[src/rtl/delay_line_ctrl.sv]
// Measurement sequencer for an external register delay chain: flush, launch a marker, time its arrival.
// Optional min/max latency statistics are built only when DELAY_LINE_CTRL_STATS_EN is defined.
//
// state     | meaning
// ----------+------------------------------------------------------------
// S_IDLE    | waiting for start, results from last run held
// S_FLUSH   | driving idle level until chain_dout idle for FLUSH_LEN cycles
// S_LAUNCH  | one cycle; marker registered onto chain_din at its end
// S_MEASURE | counting cycles until the marker reaches chain_dout
// S_DONE    | latency posted, waiting for start
// S_ERR     | stuck/timeout error posted, waiting for start
module delay_line_ctrl #(
   parameter int   CNT_W     = 8,
   parameter int   TIMEOUT   = 255,
   parameter int   FLUSH_LEN = 4,
   parameter logic IDLE_LVL  = 1'b1
) (
   input  logic             clk,
   input  logic             rst_n,
   input  logic             start,
   input  logic             abort,
   output logic             chain_din,
   input  logic             chain_dout,
   output logic             busy,
   output logic             done,
   output logic [CNT_W-1:0] lat,
   output logic             err_stuck,
   output logic             err_tmo,
   output logic [CNT_W-1:0] min_lat,
   output logic [CNT_W-1:0] max_lat,
   input  logic             clr_stats
);

   localparam int RUN_W = $clog2(FLUSH_LEN + 1);
   localparam logic [CNT_W-1:0] TMO     = CNT_W'(TIMEOUT);
   localparam logic [RUN_W-1:0] RUN_LEN = RUN_W'(FLUSH_LEN);

   typedef enum logic [2:0] {
      S_IDLE,
      S_FLUSH,
      S_LAUNCH,
      S_MEASURE,
      S_DONE,
      S_ERR
   } state_t;

   state_t           state, state_nxt;
   logic [CNT_W-1:0] cnt, cnt_nxt, cnt_inc;
   logic [RUN_W-1:0] idle_run, idle_run_nxt, run_inc;
   logic [CNT_W-1:0] lat_nxt;
   logic             chain_din_nxt, busy_nxt, done_nxt;
   logic             err_stuck_nxt, err_tmo_nxt;
   logic             meas_ok;

   always_comb begin
      state_nxt     = state;
      cnt_nxt       = cnt;
      idle_run_nxt  = idle_run;
      lat_nxt       = lat;
      err_stuck_nxt = err_stuck;
      err_tmo_nxt   = err_tmo;
      done_nxt      = 1'b0;
      meas_ok       = 1'b0;
      chain_din_nxt = IDLE_LVL;
      // saturating counters: never wrap past TIMEOUT / FLUSH_LEN
      cnt_inc       = (cnt == TMO) ? cnt : cnt + 1'b1;
      run_inc       = '0;
      if (chain_dout == IDLE_LVL)
         run_inc = (idle_run == RUN_LEN) ? idle_run : idle_run + 1'b1;

      case (state)
         S_IDLE, S_DONE, S_ERR: begin
            if (start) begin
               state_nxt     = S_FLUSH;
               err_stuck_nxt = 1'b0;
               err_tmo_nxt   = 1'b0;
               cnt_nxt       = '0;
               idle_run_nxt  = '0;
            end
         end
         S_FLUSH: begin
            cnt_nxt      = cnt_inc;
            idle_run_nxt = run_inc;
            if (run_inc == RUN_LEN) begin
               state_nxt = S_LAUNCH;
            end else if (cnt_inc == TMO) begin
               state_nxt     = S_ERR;
               err_stuck_nxt = 1'b1;
               done_nxt      = 1'b1;
            end
         end
         S_LAUNCH: begin
            state_nxt     = S_MEASURE;
            chain_din_nxt = ~IDLE_LVL;
            cnt_nxt       = '0;
         end
         S_MEASURE: begin
            // marker check uses this cycle's cnt, so a wire chain measures 0
            if (chain_dout != IDLE_LVL) begin
               state_nxt = S_DONE;
               lat_nxt   = cnt;
               done_nxt  = 1'b1;
               meas_ok   = 1'b1;
            end else begin
               cnt_nxt = cnt_inc;
               if (cnt_inc == TMO) begin
                  state_nxt   = S_ERR;
                  err_tmo_nxt = 1'b1;
                  done_nxt    = 1'b1;
               end
            end
         end
         default: state_nxt = S_IDLE;
      endcase

      if (abort) begin
         state_nxt     = S_IDLE;
         cnt_nxt       = cnt;
         idle_run_nxt  = idle_run;
         lat_nxt       = lat;
         err_stuck_nxt = err_stuck;
         err_tmo_nxt   = err_tmo;
         done_nxt      = 1'b0;
         meas_ok       = 1'b0;
         chain_din_nxt = IDLE_LVL;
      end

      busy_nxt = (state_nxt == S_FLUSH) || (state_nxt == S_LAUNCH) ||
                 (state_nxt == S_MEASURE);
   end

   always_ff @(posedge clk) begin
      if (!rst_n) begin
         state     <= S_IDLE;
         cnt       <= '0;
         idle_run  <= '0;
         chain_din <= IDLE_LVL;
         busy      <= 1'b0;
         done      <= 1'b0;
         lat       <= '0;
         err_stuck <= 1'b0;
         err_tmo   <= 1'b0;
      end else begin
         state     <= state_nxt;
         cnt       <= cnt_nxt;
         idle_run  <= idle_run_nxt;
         chain_din <= chain_din_nxt;
         busy      <= busy_nxt;
         done      <= done_nxt;
         lat       <= lat_nxt;
         err_stuck <= err_stuck_nxt;
         err_tmo   <= err_tmo_nxt;
      end
   end

`ifdef DELAY_LINE_CTRL_STATS_EN
   // clear takes precedence over a same-cycle result update
   always_ff @(posedge clk) begin
      if (!rst_n || clr_stats) begin
         min_lat <= '1;
         max_lat <= '0;
      end else if (meas_ok) begin
         if (cnt < min_lat) min_lat <= cnt;
         if (cnt > max_lat) max_lat <= cnt;
      end
   end
`else
   logic unused_stats;
   assign unused_stats = clr_stats ^ meas_ok;
   assign min_lat      = '1;
   assign max_lat      = '0;
`endif

endmodule

[config.mk]
export PLATFORM = sky130hd
export DESIGN_NAME = delay_line_ctrl
export DESIGN_NICKNAME = d
export VERILOG_FILES = /design/src/rtl/delay_line_ctrl.sv
export SDC_FILE = /design/constraint.sdc
export NUM_CORES = 1
export LEC_CHECK = 0
export BUFFER_PORTS_ARGS = -buffer_cell sky130_fd_sc_hd__clkbuf_2
export CAP_MARGIN = 0
export CORE_MARGIN = 2
export CORE_UTILIZATION = 54
export DETAILED_ROUTE_END_ITERATION = 6
export HOLD_SLACK_MARGIN = 0.03
export PLACE_DENSITY_LB_ADDON = 0.1
export RECOVER_POWER = 100
export SLEW_MARGIN = 40
export SYNTH_ARGS = -nofsm -noshare
export SYNTH_HDL_FRONTEND = slang
export SYNTH_SLANG_ARGS = --single-unit
[constraint.sdc]
create_clock -name clk -period 2.5 [get_ports clk]
set_input_delay 0.5 -clock clk [delete_from_list [all_inputs] [get_ports clk]]
set_output_delay 0.5 -clock clk [all_outputs]
set_load 0.01 [all_outputs]
After elaboration in Yosys (flattened, before gate mapping)
Index checks and enable logic that the tools add are counted.
Cells by class
  $add $sub $neg: 2
  equal/unequal tests: 17
  multiplexer cells: 25
  bitwise logic cells: 3
  reduce and logical (&&, ||, !) cells: 13
Operators with widths (count)
  8-bit one-hot mux with 4 select lines: 1
  3-bit two-way mux: 8
  8-bit two-way mux: 3
  8-bit == test (second input constant): 2
  3-bit by 2-bit == test with 1-bit output (second input constant): 4
  3-bit == test (second input constant): 4
  3-bit one-hot mux with 4 select lines: 1
  2-bit inequality test (second input constant): 5
  5-bit AND reduction: 2
  8-bit by 1-bit adder with 8-bit output (second input constant): 1
  1-bit two-way mux: 8
  3-bit by 1-bit == test with 1-bit output (second input constant): 2
  1-bit one-hot mux with 2 select lines: 3
  3-bit one-hot mux with 2 select lines: 1
  3-bit AND reduction: 2
  4-bit AND reduction: 1
  2-bit nonzero test: 2
  4-bit nonzero test: 1
  3-bit by 1-bit adder with 3-bit output (second input constant): 1
  3-bit logical NOT: 1
  1-bit NOT: 3
  3-bit OR reduction: 1
  1-bit logical OR: 2
  2-bit OR reduction: 1
Word-level totals
  register bits: 27
  input port bits: 6
  output and inout bits: 29
  logic and storage cells: 69

Longest topological paths before layout
Gate-level depths: netlist (run 1).
  depth in word-level cells: 10
  mapped depth: 7
  mapped depth without buffers: 7

Worst setup path after synthesis (run 1)
Ideal clock, no wire load.
  path kind: register -> register
  start: register cnt[1]
  end: register state[1]
  library setup time: 116 ps
  arrival time: 1661 ps
  data required time: 2384 ps
  slack: 723 ps
  stages on the path, launching flop included: 8
  buffers on the path: 1
  clock period less this slack: 1777 ps
  cell sequence: dfxtp_1 -> ha_1 -> buf_6 -> and4b_1 -> a31oi_1 -> a311oi_1 -> o211ai_2 -> a41o_1
On the way
  longest elaborated chain between the ends: 7
  elaborated cells between the ends (all ways): 9
  those cells by class: add/sub (1); eq/ne (2); mux (6)
RTL lines
  start: declaration: line 48  | logic [CNT_W-1:0] cnt, cnt_nxt, cnt_inc;
  start signal: assignment: line 145  | cnt <= cnt_nxt;
  8-bit by 1-bit adder with 8-bit output or 8-bit == test (tied branches): line 66  | cnt_inc = (cnt == TMO) ? cnt : cnt + 1'b1;
  8-bit two-way mux (*): line 66
  8-bit == test (*): line 86, 106
  3-bit two-way mux (*): line 86, 106
  3-bit two-way mux, on equally long branches: line 99, 84
  3-bit one-hot mux with 4 select lines (*): line 71  | case (state)
  3-bit two-way mux (*): line 116  | if (abort) begin
  end signal: assignment: line 144  | state <= state_nxt;
  end: declaration: line 47  | state_t state, state_nxt;
Every way passes the cells marked *; elsewhere a longest branch is shown, timed or not.
A chain may end at the register's enable or synchronous reset.

Worst setup path in the final report (run 1)
  start: register cnt[0]
  end: register state[1]
The elaborated chain is that of the path after synthesis.

==> results of run 1 <==
## placed cells by master, fill, tap and decap left out, types with 5 or more instances in the layout
cell type and instances:
a21oi_1 22, and3_1 5, clkbuf_1 14, conb_1 16, dfxtp_1 27, inv_1 5
nand2_1 20, nand2b_1 5, nand3_1 15, nor2_1 13, o21ai_0 18
## metrics by stage
stage / instance area, µm² / instances
final: 1610 / 247
after global routing: 1610 / 247
after CTS: 1640 / 247
after detailed placement: 1610 / 243
after global placement: 1610 / 243
after floorplan: 1660 / 221
## critical path, cell delays in order, from the launching register on
cell and delay [ns]:
dfxtp_1 0.52, ha_1 0.41, nand3_1 0.19, a21o_1 0.20
a311oi_1 0.29, o211ai_2 0.22, a41o_1 0.27
## how the worst max path moves through the flow
stage | start | end | slack, ns | depth (start not counted)
2_1_floorplan | cnt[1]$_SDFFE_PN0P_ | state[1]$_SDFF_PN0_ | 0.72 | 7
3_3_place_gp | cnt[0]$_SDFFE_PN0P_ | state[1]$_SDFF_PN0_ | 0.40 | 6
3_5_place_dp | cnt[0]$_SDFFE_PN0P_ | state[1]$_SDFF_PN0_ | 0.36 | 6
4_1_cts | cnt[0]$_SDFFE_PN0P_ | state[1]$_SDFF_PN0_ | 0.34 | 6
5_1_grt | cnt[0]$_SDFFE_PN0P_ | state[1]$_SDFF_PN0_ | 0.13 | 6
6_report | cnt[0]$_SDFFE_PN0P_ | state[1]$_SDFF_PN0_ | 0.29 | 6
## state kept, by name, summed over array words and instances, names as in the netlist
register,count
idle_run,3
busy,1
done,1
err_stuck,1
lat,8
cnt,8
err_tmo,1
state,3
chain_din,1
## power breakdown
| group | total, W | switching (W) | internal [W] |
|---|---|---|---|
| combinational | 0.0000530 | 0.0000389 | 0.0000141 |
| clock | 0.000190 | 0.000130 | 0.0000600 |
| sequential | 0.000436 | 0.00000320 | 0.000433 |
| total | 0.000679 | 0.000172 | 0.000507 |
## metal layers
layer	wire (µm)	track usage, %	up-vias
li1	-	-	727
met2	1720	36.9	42
met5	0	0	-
met3	161	2.20	4
met4	29	6.82	0
met1	1440	26.1	689
## final cells by class
cell class	count	area [µm²]
fill	292	1200
multi-input combinational	161	898
sequential	27	541
timing repair buffer	19	82.6
tap	31	38.8
clock buffer	3	22.5
inverter	5	18.8
clock inverter	1	5.00
## cell families after synthesis
group | Yosys count
AOI/OAI and AO/OA | 62
and+or+nand+nor | 79
buffers and inverters | 33
adders and majority gates | 3
DFF | 27
other | 2
muxes | 1
==> load_flow_metrics.sql, run 1 <==
INSERT INTO impl_metrics (metric_group, metric, value, unit) VALUES
('route', 'num_vias', '1462', ''),
('placed_design', 'io_buffers', '17', ''),
('synthesis', 'post_synth_fa_ha_maj_area_fraction', '2.33', '%'),
('run_status', 'violations', 'DRC', ''),
('synthesis', 'synth_sequential_area_ratio', '33.6', '%'),
('worst_setup_path', 'cp_data_required_time', '2.74', 'ns'),
('timing', 'timing_max_transition_violations_final', '0', ''),
('global_route', 'pin_count_of_the_biggest_net_entering_global_routing', '17', ''),
('finish', 'post-route-util', '57.3', '%'),
('global_route', 'number_of_antenna_violations_at_the_first_check_in_global_routing', '0', ''),
('synthesis', 'yosys.area_share.simple', '26.0', '%'),
('clock_tree', 'clk_transition_reported_paths', '0.15', 'ns'),
('clock_tree', 'worst_skew_pair.late_latency', '0.32', 'ns'),
('timing', 'fin_worst_hold_slack', '0.464', 'ns'),
('global_route', 'globalRouteTotalUtil', '20.7', '%'),
('route', 'routed_wire_length_per_instance', '13.6', 'µm'),
('clock_tree', 'numCtsBuffers', '3', ''),
('worst_setup_path', 'criticalPathCategory', 'reg2reg', ''),
('floorplan', 'io_pins', '35', ''),
('synthesis', 'synth_top_cells_by_area', 'dfxtp_1 34%, buf_4 8.4%, a21oi_1 6.8%, o21ai_0 5.6%, nand2_1 4.4%', ''),
('synthesis', 'ys_types', '47', ''),
('floorplan', 'die_y', '58.6', 'µm'),
('synthesis', 'yosysMostFrequentCell', 'dfxtp_1', ''),
('global_route', 'grt_overflow', '0', ''),
('timing', 'timing.clock.skew', '0.00458', 'ns'),
('synthesis', 'yosys-top-cells-count', '27 x dfxtp_1, 22 x a21oi_1, 19 x nand2_1', ''),
('worst_setup_path', 'crit_arrival', '2.45', 'ns'),
('synthesis', 'main_combinational_cell_family_by_area_after_synthesis', 'simple AND/OR/NAND/NOR gates', ''),
('synthesis', 'synthDominantCellAreaShare', '33.6', '%'),
('clock_tree', 'cts_hold_buf', '0', ''),
('worst_setup_path', 'crit_fanout', '11', ''),
('timing', 'totalNegativeSetupSlack', '0', 'ns'),
('timing', 'post-route-period-util', '88.2', '%'),
('timing', 'max_clock_freq', '453', 'MHz'),
('route', 'ant_nets', '0', ''),
('hold_path', 'timing.hold.worst_endpoint', 'lat[5]$_SDFFE_PN0P_', ''),
('power_and_ir_drop', 'power.leakage', '0.572', 'nW'),
('synthesis', 'postSynth.topFlopCell', 'dfxtp_1', ''),
('timing', 'finalWorstPathRequiredPeriod', '2.21', 'ns'),
('worst_setup_path', 'start_kind', 'flip-flop', ''),
('route', 'detail_route.wirelength', '3.35', 'mm'),
('route', 'drt_drc_violations_left', '2', ''),
('worst_setup_path', 'worstReg2RegEnd', 'state[1]$_SDFF_PN0_', ''),
('timing', 'timing_hold_violations_final', '0', ''),
('synthesis', 'synthesis.area_per_instance', '7.78', 'µm²'),
('route', 'drt_pass1_iterations', '6', ''),
('clock_tree', 'max-clock-path-buffers', '2', ''),
('synthesis', 'area_share_of_xor_xnor_cells_in_the_synthesized_design', '0', '%'),
('finish', 'drive_above_1_share', '6.94', '%'),
('worst_setup_path', 'crit_path_end_kind', 'flip-flop', ''),
('clock_tree', 'cts_max_level', '1', ''),
('worst_setup_path', 'worst-r2r-setup-slack', '0.29', 'ns'),
('placed_design', 'dp.final_hpwl', '2.48', 'mm'),
('power_and_ir_drop', 'vdd_drop_max', '0.267', 'mV'),
('floorplan', 'dieArea', '0.00343', 'mm²'),
('synthesis', 'synthCells', '207', ''),
('synthesis', 'synth_compound_area_share', '23.9', '%'),
('floorplan', 'fp-row-count', '19', ''),
('floorplan', 'dieWidth', '58.6', 'µm'),
('placed_design', 'place.gp.congestion', '0.893', ''),
('power_and_ir_drop', 'power-per-cell-area', '422', 'mW/mm²'),
('synthesis', 'ys_seq_elements', '27', ''),
('route', 'routed_via_density', '5.92', ''),
('timing', 'max_slew_margin', '60.9', '%'),
('synthesis', 'synthesis.yosys.warnings', '0', ''),
('timing', 'report.final.setup_viol', '0', ''),
('power_and_ir_drop', 'totalPowerFinal', '0.000679', 'W'),
('worst_setup_path', 'rr_startpoint', 'cnt[0]$_SDFFE_PN0P_', ''),
('run_status', 'outcome', 'finished, violations left', ''),
('global_route', 'global_route_wire_length_before_repair', '5.66', 'mm'),
('clock_tree', 'post-cts-setup-buffers', '0', '');
(Power assumes the default switching activity.)
==> run 2, diff against run 1 <==
- ABC_AREA: not set -> 1
- CORE_UTILIZATION: 54 -> 53
==> load_flow_metrics.sql, run 2 <==
INSERT INTO impl_metrics (metric_group, metric, value, unit) VALUES
('clock_tree', 'numCtsBuffers', '3', ''),
('timing', 'timing_max_transition_violations_final', '0', ''),
('worst_setup_path', 'crit_path_end_kind', 'flip-flop', ''),
('timing', 'post-route-period-util', '80.3', '%'),
('clock_tree', 'cts.sink_count', '27', ''),
('worst_setup_path', 'worstPathCellList', 'ha_1, nand2_1, nor2_1, nand2_4, nand3_1, nand3_1, nor2_1, nand2_2, nand2_2, nand2_1, nand2_2, nand2_2, nand2_1, inv_1', ''),
('synthesis', 'number_of_enable_flip_flop_cells_after_synthesis', '0', ''),
('power_and_ir_drop', 'int_power', '0.000508', 'W'),
('finish', 'num-nets-final', '251', ''),
('placed_design', 'detailedPlace.worstSlack', '0.645', 'ns'),
('finish', 'post-route-util', '57.1', '%'),
('global_route', 'globalRouteTotalUtil', '18.8', '%'),
('power_and_ir_drop', 'seq_power_share', '63.4', '%'),
('timing', 'report.final.setup_viol', '0', ''),
('worst_setup_path', 'cp_data_required_time', '2.75', 'ns'),
('route', 'detail_route.wirelength', '2.83', 'mm'),
('power_and_ir_drop', 'totalPowerFinal', '0.000690', 'W'),
('synthesis', 'synthesis.yosys.warnings', '0', ''),
('floorplan', 'fp-row-count', '19', ''),
('route', 'drt_pass1_iterations', '4', ''),
('finish', 'num_antenna_cells', '0', ''),
('worst_setup_path', 'worst-r2r-setup-slack', '0.49', 'ns'),
('route', 'num_vias', '1330', ''),
('power_and_ir_drop', 'netSwitchingFraction', '26.3', '%'),
('timing', 'finalWorstPathRequiredPeriod', '2.01', 'ns'),
('clock_tree', 'cts_resized', '0', ''),
('floorplan', 'dieArea', '0.00337', 'mm²'),
('floorplan', 'initial_utilization', '56.1', '%'),
('finish', 'flow.area_growth_from_synthesis', '1.78', '%'),
('timing', 'max_slew_margin', '60.0', '%'),
('worst_setup_path', 'crit_fanout', '6', ''),
('timing', 'timing.clock.skew', '0.00394', 'ns'),
('route', 'drt_drc_violations_left', '0', ''),
('worst_setup_path', 'path_common_cell', 'nand2_2', ''),
('worst_setup_path', 'depth_of_the_worst_register_to_register_path', '14', ''),
('worst_setup_path', 'crit_arrival', '2.26', 'ns'),
('clock_tree', 'cts-root-buf', 'clkbuf_4', ''),
('timing', 'tightest_slew', '0.593', 'ns'),
('finish', 'multiInputGateArea', '803', 'µm²'),
('hold_path', 'holdCritStartpoint', 'abort', ''),
('finish', 'fillers', '292', ''),
('flow_run', 'cap_violations', '0', ''),
('global_route', 'number_of_antenna_violations_at_the_first_check_in_global_routing', '0', ''),
('clock_tree', 'post-cts-setup-buffers', '0', ''),
('clock_tree', 'max-clock-path-buffers', '2', ''),
('global_route', 'vias_in_the_first_global_route', '1188', ''),
('synthesis', 'ys_types', '25', ''),
('finish', 'sequential_cell_area', '541', 'µm²'),
('worst_setup_path', 'biggest_cell_delay_along_the_critical_path', '0.44', 'ns'),
('route', 'routed_wire_length_per_instance', '10.4', 'µm'),
('global_route', 'pin_count_of_the_biggest_net_entering_global_routing', '17', ''),
('power_and_ir_drop', 'power-per-cell-area', '438', 'mW/mm²'),
('synthesis', 'synthDominantCellAreaShare', '34.9', '%'),
('power_and_ir_drop', 'p_sw', '0.000181', 'W'),
('hold_path', 'timing.hold.worst_endpoint', 'done$_SDFF_PP0_', ''),
('worst_setup_path', 'rr_startpoint', 'cnt[0]$_SDFFE_PN0P_', ''),
('clock_tree', 'worst_skew_pair.late_latency', '0.33', 'ns'),
('worst_setup_path', 'start_kind', 'flip-flop', ''),
('power_and_ir_drop', 'vdd_drop_max', '0.418', 'mV'),
('timing', 'timing_hold_violations_final', '0', ''),
('clock_tree', 'cts_hold_buf', '0', ''),
('synthesis', 'yosys-top-cells-count', '54 x nand2_1, 27 x dfxtp_1, 23 x nor2_1', ''),
('clock_tree', 'clk_transition_reported_paths', '0.16', 'ns'),
('timing', 'rsz0062_at_grt', 'no', ''),
('hold_path', 'hold_path.class', 'in2reg', ''),
('power_and_ir_drop', 'share_comb_of_total_power', '8.0', '%'),
('synthesis', 'yosysMostFrequentCell', 'nand2_1', ''),
('global_route', 'global_route_wire_length_before_repair', '5.06', 'mm'),
('synthesis', 'synthCells', '226', ''),
('route', 'detail_route.iter0.violations', '29', ''),
('clock_tree', 'cts_max_level', '1', ''),
('power_and_ir_drop', 'share_clk_of_total_power', '28.6', '%'),
('finish', 'drive_above_1_share', '7.47', '%'),
('floorplan', 'core_area', '0.00276', 'mm²'),
('worst_setup_path', 'criticalPathCategory', 'reg2reg', ''),
('synthesis', 'netlist.top_cell.by_area', 'dfxtp_1', ''),
('power_and_ir_drop', 'power.leakage', '0.746', 'nW'),
('placed_design', 'place.gp.congestion', '0.841', ''),
('global_route', 'grt_overflow', '0', ''),
('synthesis', 'synthesis.area_per_instance', '6.85', 'µm²'),
('hold_path', 'hold_depth', '2', ''),
('timing', 'max_clock_freq', '498', 'MHz'),
('finish', 'commonest_non_fill_non_tap_cells_in_the_layout', '55 x nand2_1, 28 x nor2_1, 27 x dfxtp_1', ''),
('placed_design', 'dp.final_hpwl', '2.20', 'mm'),
('placed_design', 'io_buffers', '17', ''),
('synthesis', 'synth.cell_area', '0.00155', 'mm²'),
('timing', 'totalNegativeSetupSlack', '0', 'ns'),
('route', 'ant_nets', '0', ''),
('finish', 'final_common_cell', 'nand2_1', ''),
('floorplan', 'die_y', '58.0', 'µm'),
('synthesis', 'async_flop_share', '0', '%'),
('worst_setup_path', 'critical-path-slowest-cell', 'dfxtp_1', ''),
('clock_tree', 'cts_tree', 'yes', ''),
('synthesis', 'ys_seq_elements', '27', ''),
('floorplan', 'io_pins', '35', ''),
('synthesis', 'postSynth.topFlopCell', 'dfxtp_1', ''),
('run_status', 'outcome', 'complete, no violations', ''),
('route', 'routed_via_density', '4.89', ''),
('synthesis', 'synth_sequential_area_ratio', '34.9', '%'),
('finish', 'largest_registers', 'cnt: 8 flops, lat: 8 flops', ''),
('worst_setup_path', 'worstReg2RegEnd', 'busy$_SDFF_PN0_', ''),
('timing', 'worst_slack', '0.493', 'ns'),
('floorplan', 'dieWidth', '58.0', 'µm'),
('synthesis', 'synth_top_cells_by_area', 'dfxtp_1 35%, nand2_1 13%, buf_4 8.7%, a21oi_1 6.5%, nor2_1 5.6%', '');
==> run 2: power by group through the flow <==
stage / logic (W) / clock network, W / registers (W)
after floorplan: 0.0000594 / 0 / 0.000447
after global placement: 0.0000564 / 0 / 0.000446
after detailed placement: 0.0000566 / 0 / 0.000446
after global routing: 0.0000633 / 0.000218 / 0.000438
after CTS: 0.0000568 / 0.000204 / 0.000437
final: 0.0000551 / 0.000198 / 0.000437
==> run 2: layout make-up <==
type / instances / share of cell area, %
inverters: 25 / 5.96
multi-input cells: 168 / 51.0
clock buffers: 3 / 1.43
repair buffers: 17 / 4.37
flip-flops and latches: 27 / 34.3
clock inverters: 1 / 0.477
well taps: 31 / 2.46
==> run 2: worst max-delay path by stage <==
stage | startpoint | to | slack [ns] | cells past startpoint
CTS | cnt[0]$_SDFFE_PN0P_ | busy$_SDFF_PN0_ | 0.62 | 14
finish | cnt[0]$_SDFFE_PN0P_ | busy$_SDFF_PN0_ | 0.49 | 14
floorplan | cnt[0]$_SDFFE_PN0P_ | busy$_SDFF_PN0_ | 0.86 | 14
global placement | cnt[0]$_SDFFE_PN0P_ | busy$_SDFF_PN0_ | 0.65 | 14
global route | cnt[0]$_SDFFE_PN0P_ | state[2]$_SDFF_PN0_ | 0.25 | 13
detailed placement | cnt[0]$_SDFFE_PN0P_ | busy$_SDFF_PN0_ | 0.64 | 14
==> run 2: worst max-delay path: cells and delay by family, from the launching register on <==
kind | cells | cell delay [ns]
DFF | 1 | 0.44
buffers and inverters | 1 | 0.03
and+or+nand+nor | 12 | 1.22
adders and majority gates | 1 | 0.25
==> run 2: layer usage <==
metal / up-vias / routed length (µm) / GRT usage [%]
met5: - / 0 / 0
met4: 0 / 18 / 6.64
met3: 2 / 135 / 2.01
met2: 38 / 1170 / 29.1
met1: 577 / 1510 / 27.3
li1: 713 / - / -
==> run 2: per-stage QoR <==
step | hold slack [ns] | instances | area (µm²)
6_report | 0.417 | 272 | 1580
5_1_grt | 0.410 | 272 | 1580
4_1_cts | 0.399 | 272 | 1610
3_5_place_dp | 0.459 | 268 | 1580
3_3_place_gp | 0.451 | 268 | 1580
2_1_floorplan | 0.445 | 240 | 1600
==> run 2: logic make-up after synthesis <==
family          after synthesis  share of synthesized area, %
compound gates               34                          11.2
xor+xnor                      2                          1.13
fa+ha+maj                     3                          2.43
buf+inv                      45                          15.3
flops                        27                          34.9
other cells                   2                         0.485
simple gates                113                          34.5
